### src/rtl/ps2_rx_if.sv
// rtl/ps2_rx_if.sv - PS/2 line inputs and received byte / key event outputs
interface ps2_rx_if;
    logic       ps2_clk;
    logic       ps2_data;
    logic [7:0] rx_byte;
    logic       rx_strobe;
    logic       parity_err;
    logic       frame_err;
    logic       timeout_err;
    logic [7:0] key_code;
    logic       key_ext;
    logic       key_pressed;
    logic       key_strobe;

    modport master (
        input  ps2_clk, ps2_data,
        output rx_byte, rx_strobe, parity_err, frame_err, timeout_err,
        output key_code, key_ext, key_pressed, key_strobe
    );

    modport slave (
        output ps2_clk, ps2_data,
        input  rx_byte, rx_strobe, parity_err, frame_err, timeout_err,
        input  key_code, key_ext, key_pressed, key_strobe
    );
endinterface

### src/rtl/ps2_rx.sv
// rtl/ps2_rx.sv - PS/2 frame receiver with line filtering, watchdog and scan-code assembly
module ps2_rx #(
    parameter int FILTER  = 4,
    parameter int TIMEOUT = 20000
) (
    input  logic     clk_sys,
    input  logic     reset,
    ps2_rx_if.master bus
);
    typedef enum logic [1:0] {IDLE, DATA, PARITY, STOP} state_t;

    localparam logic [3:0]  FILT_LAST = 4'(FILTER - 1);
    localparam logic [15:0] WD_LIMIT  = 16'(TIMEOUT);

    logic [1:0]  clk_sync, data_sync;
    logic        clk_filt, data_filt, clk_filt_d, fall;
    logic [3:0]  clk_cnt, data_cnt;
    state_t      state, state_nxt;
    logic [7:0]  shift;
    logic [2:0]  bit_cnt;
    logic        parity_acc;
    logic [15:0] wd_cnt;
    logic        wd_expired;
    logic        ev_good, ev_parity, ev_frame, ev_timeout;
    logic [7:0]  rx_byte;
    logic        rx_strobe, parity_err, frame_err, timeout_err;
    logic [7:0]  key_code;
    logic        key_ext, key_pressed, key_strobe, ext, rel;

    always_ff @(posedge clk_sys) begin
        if (reset) begin
            clk_sync   <= 2'b11;
            data_sync  <= 2'b11;
            clk_filt_d <= 1'b1;
            fall       <= 1'b0;
        end else begin
            clk_sync   <= {clk_sync[0], bus.ps2_clk};
            data_sync  <= {data_sync[0], bus.ps2_data};
            clk_filt_d <= clk_filt;
            fall       <= clk_filt_d & ~clk_filt;
        end
    end

    // The filtered level only moves after FILTER consecutive disagreeing samples.
    always_ff @(posedge clk_sys) begin
        if (reset) begin
            clk_filt <= 1'b1;
            clk_cnt  <= '0;
        end else if (clk_sync[1] != clk_filt) begin
            if (clk_cnt == FILT_LAST) begin
                clk_filt <= clk_sync[1];
                clk_cnt  <= '0;
            end else begin
                clk_cnt <= clk_cnt + 4'd1;
            end
        end else begin
            clk_cnt <= '0;
        end
    end

    always_ff @(posedge clk_sys) begin
        if (reset) begin
            data_filt <= 1'b1;
            data_cnt  <= '0;
        end else if (data_sync[1] != data_filt) begin
            if (data_cnt == FILT_LAST) begin
                data_filt <= data_sync[1];
                data_cnt  <= '0;
            end else begin
                data_cnt <= data_cnt + 4'd1;
            end
        end else begin
            data_cnt <= '0;
        end
    end

    assign wd_expired = (wd_cnt == WD_LIMIT);

    always_ff @(posedge clk_sys) begin
        if (reset) state <= IDLE;
        else       state <= state_nxt;
    end

    // A fall in the same cycle as watchdog expiry takes precedence over the abort.
    always_comb begin
        state_nxt = state;
        if (fall) begin
            case (state)
                IDLE:    if (!data_filt) state_nxt = DATA;
                DATA:    if (bit_cnt == 3'd7) state_nxt = PARITY;
                PARITY:  state_nxt = STOP;
                default: state_nxt = IDLE;
            endcase
        end else if (state != IDLE && wd_expired) begin
            state_nxt = IDLE;
        end
    end

    always_comb begin
        ev_good    = 1'b0;
        ev_parity  = 1'b0;
        ev_frame   = 1'b0;
        ev_timeout = 1'b0;
        if (fall) begin
            if (state == IDLE && data_filt)
                ev_frame = 1'b1;
            else if (state == STOP) begin
                if (!data_filt)     ev_frame  = 1'b1;
                else if (parity_acc) ev_parity = 1'b1;
                else                ev_good   = 1'b1;
            end
        end else if (state != IDLE && wd_expired) begin
            ev_timeout = 1'b1;
        end
    end

    always_ff @(posedge clk_sys) begin
        if (reset) begin
            shift       <= '0;
            bit_cnt     <= '0;
            parity_acc  <= 1'b0;
            wd_cnt      <= '0;
            rx_byte     <= '0;
            rx_strobe   <= 1'b0;
            parity_err  <= 1'b0;
            frame_err   <= 1'b0;
            timeout_err <= 1'b0;
        end else begin
            rx_strobe   <= ev_good;
            parity_err  <= ev_parity;
            frame_err   <= ev_frame;
            timeout_err <= ev_timeout;
            if (ev_good) rx_byte <= shift;
            if (fall || state == IDLE) wd_cnt <= '0;
            else if (!wd_expired)      wd_cnt <= wd_cnt + 16'd1;
            if (fall) begin
                case (state)
                    IDLE: begin
                        bit_cnt    <= '0;
                        parity_acc <= 1'b1;
                    end
                    DATA: begin
                        shift      <= {data_filt, shift[7:1]};
                        parity_acc <= parity_acc ^ data_filt;
                        bit_cnt    <= bit_cnt + 3'd1;
                    end
                    PARITY:  parity_acc <= parity_acc ^ data_filt;
                    default: ;
                endcase
            end
        end
    end

    // E0/F0 only arm flags; any other good byte completes a key event.
    always_ff @(posedge clk_sys) begin
        if (reset) begin
            key_code    <= '0;
            key_ext     <= 1'b0;
            key_pressed <= 1'b0;
            key_strobe  <= 1'b0;
            ext         <= 1'b0;
            rel         <= 1'b0;
        end else begin
            key_strobe <= 1'b0;
            if (rx_strobe) begin
                case (rx_byte)
                    8'hE0: ext <= 1'b1;
                    8'hF0: rel <= 1'b1;
                    default: begin
                        key_code    <= rx_byte;
                        key_ext     <= ext;
                        key_pressed <= ~rel;
                        key_strobe  <= 1'b1;
                        ext         <= 1'b0;
                        rel         <= 1'b0;
                    end
                endcase
            end else if (parity_err || frame_err || timeout_err) begin
                ext <= 1'b0;
                rel <= 1'b0;
            end
        end
    end

    assign bus.rx_byte     = rx_byte;
    assign bus.rx_strobe   = rx_strobe;
    assign bus.parity_err  = parity_err;
    assign bus.frame_err   = frame_err;
    assign bus.timeout_err = timeout_err;
    assign bus.key_code    = key_code;
    assign bus.key_ext     = key_ext;
    assign bus.key_pressed = key_pressed;
    assign bus.key_strobe  = key_strobe;
endmodule

### src/flat_wrapper.sv
// flat-port wrapper written by rule: the top's interface ports become plain ports
module ps2_rx_flat 
#(
    parameter int FILTER  = 4,
    parameter int TIMEOUT = 20000
)
  (clk_sys, reset, bus_ps2_clk, bus_ps2_data, bus_rx_byte, bus_rx_strobe, bus_parity_err, bus_frame_err, bus_timeout_err, bus_key_code, bus_key_ext, bus_key_pressed, bus_key_strobe);
  ps2_rx_if bus_i ();
  input  logic clk_sys;
  input  logic reset;
  input wire logic [$bits(bus_i.ps2_clk)-1:0] bus_ps2_clk;
  input wire logic [$bits(bus_i.ps2_data)-1:0] bus_ps2_data;
  output wire logic [$bits(bus_i.rx_byte)-1:0] bus_rx_byte;
  output wire logic [$bits(bus_i.rx_strobe)-1:0] bus_rx_strobe;
  output wire logic [$bits(bus_i.parity_err)-1:0] bus_parity_err;
  output wire logic [$bits(bus_i.frame_err)-1:0] bus_frame_err;
  output wire logic [$bits(bus_i.timeout_err)-1:0] bus_timeout_err;
  output wire logic [$bits(bus_i.key_code)-1:0] bus_key_code;
  output wire logic [$bits(bus_i.key_ext)-1:0] bus_key_ext;
  output wire logic [$bits(bus_i.key_pressed)-1:0] bus_key_pressed;
  output wire logic [$bits(bus_i.key_strobe)-1:0] bus_key_strobe;
  assign bus_i.ps2_clk = bus_ps2_clk;
  assign bus_i.ps2_data = bus_ps2_data;
  assign bus_rx_byte = bus_i.rx_byte;
  assign bus_rx_strobe = bus_i.rx_strobe;
  assign bus_parity_err = bus_i.parity_err;
  assign bus_frame_err = bus_i.frame_err;
  assign bus_timeout_err = bus_i.timeout_err;
  assign bus_key_code = bus_i.key_code;
  assign bus_key_ext = bus_i.key_ext;
  assign bus_key_pressed = bus_i.key_pressed;
  assign bus_key_strobe = bus_i.key_strobe;
  ps2_rx #(.FILTER(FILTER), .TIMEOUT(TIMEOUT)) u_core (.clk_sys(clk_sys), .reset(reset), .bus(bus_i));
endmodule
### config.mk
export PLATFORM = sky130hd
export DESIGN_NAME = ps2_rx_flat
export DESIGN_NICKNAME = d
export VERILOG_FILES = /design/src/rtl/ps2_rx_if.sv /design/src/rtl/ps2_rx.sv /design/src/flat_wrapper.sv
export SDC_FILE = /design/constraint.sdc
export NUM_CORES = 1
export LEC_CHECK = 0
export CAP_MARGIN = 0
export CORE_UTILIZATION = 55
export DETAILED_ROUTE_END_ITERATION = 7
export PLACE_DENSITY = 0.77
export SLEW_MARGIN = 40
export SYNTH_ARGS = -nofsm -noshare
export SYNTH_HDL_FRONTEND = slang
export SYNTH_SLANG_ARGS = --single-unit
### constraint.sdc
create_clock -name clk_sys -period 2.09 [get_ports clk_sys]
set_clock_uncertainty 0.15 [all_clocks]
set_input_delay 0.209 -clock clk_sys [delete_from_list [all_inputs] [get_ports clk_sys]]
set_output_delay 0.209 -clock clk_sys [all_outputs]
set_load 0.01 [all_outputs]
==> impl_metrics.tcl <==
set metrics [dict create \
    crit_path_end_kind "flip-flop" \
    path_clk_slew_ps 80 \
    p_sw_mw 0.551 \
    diodes 0 \
    dr.first_iter.drc_count 92 \
    gr-total-overflow 0 \
    rows 26 \
    netlist.top_cell.by_area "dfxtp_1" \
    clock_path_buffers 2 \
    cts_setup_buffers 0 \
    drtAntennaViolNets 0 \
    synthesis.nets 333 \
    antenna_found_initial 0 \
    crit_required_ps 2210 \
    ir_worst_vdd_mv 0.512 \
    dp_hpwl_um 3860 \
    route.vias.total 2335 \
    powerDensity_nw_per_um2 691 \
    die_w_um 75.3 \
    fin_cells 421 \
    timing_hold_violations_final 0 \
    syn_area_sq_um 2950 \
    synth-async-reset-ratio_pct 0 \
    synth.area.top_cells "dfxtp_1, ha_1, nand2_1" \
    hold_start "u_core.clk_sync[0]" \
    switching_share_pct 23.0 \
    ys.flop_type "dfxtp_1" \
    grt_start_max_net_pins 24 \
    firstDrtPassIters 4 \
    clk_latency_ps 330 \
    numCtsBuffers 9 \
    synth_edf_count 0 \
    holdBufCountCts 0 \
    grt_usage_pct 21.0 \
    avgViaCountPerCell 5.55 \
    finalNetCount 362 \
    gp_congestion 0.776 \
    die_area_sq_um 5660 \
    placed_cells 405 \
    ys_warn_count 0 \
    clkPwrFrac_pct 40.1 \
    combPwrFrac_pct 2.8 \
    synth_top_area_share_pct 48.2 \
    area.growth.synth_to_final_pct 17.5 \
    setup_viol 0 \
    timing.rr.start "u_core.wd_cnt[0]" \
    wl_um 5500 \
    hp-class "reg2reg" \
    slew_headroom_pct 69.1 \
    fin_util_pct 67.5 \
    htreeDepth 3 \
    cts_tree "done" \
    cts_sinks 71 \
    layout_common_cells "dfxtp_1, nand2_1, clkdlybuf4s50_1, a21oi_1, nor2_1" \
    wl_per_cell_um 13.1 \
    p_leak_nw 1.17 \
    clock-root-buffer "clkbuf_8" \
    layout_commonest_cell "dfxtp_1" \
    initial_core_util_pct 57.4 \
    grt_pass1_wl_um 9070 \
    p_int_mw 1.84 \
    ios 27 \
    worst_pin_slew_ps 461 \
    die_y_um 75.3 \
    core-area_sq_um 5140 \
    crit_type "reg2reg" \
    cp-startpoint "u_core.wd_cnt[0]" \
    power.total_mw 2.39 \
    drive_gt1_share_pct 8.83 \
    status "complete, no violations" \
    seqPwrFrac_pct 57.1 \
    slew_violations 0 \
    min_period_ps 1900 \
    seq_area_frac_synth_pct 48.2 \
    critPathMaxFanout 9 \
    fmax_mhz 526 \
    final.period_utilization_pct 91.0 \
    start_kind "flip-flop" \
    drc 0 \
    rsz0062_at_grt "false" \
    postSynthRegisterBits 71 \
    place_area_sq_um 3290 \
    synth_cell_type_count 47 \
    arrival_ps 2020 \
    grt_pass1_vias 2048 \
    cap_viol_max_count 0 \
    syn_inst 317 \
    fin_area_sq_um 3470 \
    setup_tns_ps 0 \
    syn_area_per_cell_sq_um 9.31 \
    io_buffers 26 \
]
[metrics by stage]
stage,hold slack (ps),setup slack (ps)
floorplan,163,165
global placement,244,189
detailed placement,252,78.2
CTS,276,78.9
global route,285,55.5
finish,271,188
[area by class of cell]
| class | count | area, sq um |
|---|---|---|
| inverter | 13 | 48.8 |
| timing repair buffer | 32 | 305 |
| clock buffer | 10 | 138 |
| sequential | 71 | 1420 |
| tap | 70 | 87.6 |
| clock inverter | 6 | 36.3 |
| fill | 461 | 1670 |
| multi-input combinational | 219 | 1430 |
[kinds of logic (layout without fill, tap and decap cells)]
logic type | after synthesis | after routing | synth area share [%]
buf+inv | 27 | 61 | 3.56
mux | 8 | 8 | 2.71
xor+xnor | 8 | 8 | 2.37
flops | 71 | 71 | 48.2
simple gates | 121 | 121 | 22.6
compound gates | 70 | 70 | 15.6
fa+ha+maj | 12 | 12 | 5.09
[registers in the layout (all words and copies together), names as in the netlist, 2 cells and up]
| register | cells |
|---|---|
| u_core.state | 2 |
| u_core.data_sync | 2 |
| u_core.wd_cnt | 16 |
| u_core.data_cnt | 4 |
| u_core.bit_cnt | 3 |
| u_core.bus.rx_byte | 8 |
| u_core.clk_sync | 2 |
| u_core.shift | 8 |
| u_core.clk_cnt | 4 |
| u_core.bus.key_code | 8 |
[cell usage after synthesis, types with 4 or more instances]
master / n
a21oi_1: 22
a22o_1: 10
and2_1: 4
clkbuf_1: 11
dfxtp_1: 71
ha_1: 12
inv_1: 13
mux2i_1: 8
nand2_1: 31
nand2b_1: 7
nand3_1: 16
nand4_1: 4
nor2_1: 20
nor2b_1: 4
nor4_1: 5
o21ai_0: 15
o31ai_1: 4
or2_2: 5
or3_1: 5
xnor2_1: 4
xor2_1: 4
[power by group through the flow]
stage	Combinational, mW	Clock (mW)	Sequential [mW]
after floorplan	0.0479	0	1.40
after global placement	0.0655	0	1.40
after detailed placement	0.0673	0	1.40
after CTS	0.0678	0.974	1.37
after global routing	0.0762	1.03	1.37
final	0.0682	0.960	1.37
[worst max-delay path, stage by stage (launching register included)]
cell and delay [ps]:
dfxtp_1 420, ha_1 230, nand4_1 320, or4_1 560, a21oi_1 150
[worst paths after layout]
check / end / slack, ps / depth (start not counted)
worst min-delay path: u_core.clk_sync[1] / 270 / 1
worst max-delay path: u_core.wd_cnt[12] / 190 / 4
worst min register to register: u_core.clk_sync[1] / 270 / 1
worst max register to register: u_core.wd_cnt[12] / 190 / 4
[metal layers]
metal,part of all wire [%],track usage [%]
met4,1.7,9.88
met3,3.7,3.75
met1,51,28.7
met5,0,0
met2,43,32.3
[timing repair]
| action | CTS | global route |
|---|---|---|
| endpoints found under the setup margin | 0 | 4 |
| endpoints found under the hold margin | 0 | 0 |
| gates resized for setup | 0 | 0 |
(Power assumes the default switching activity.)
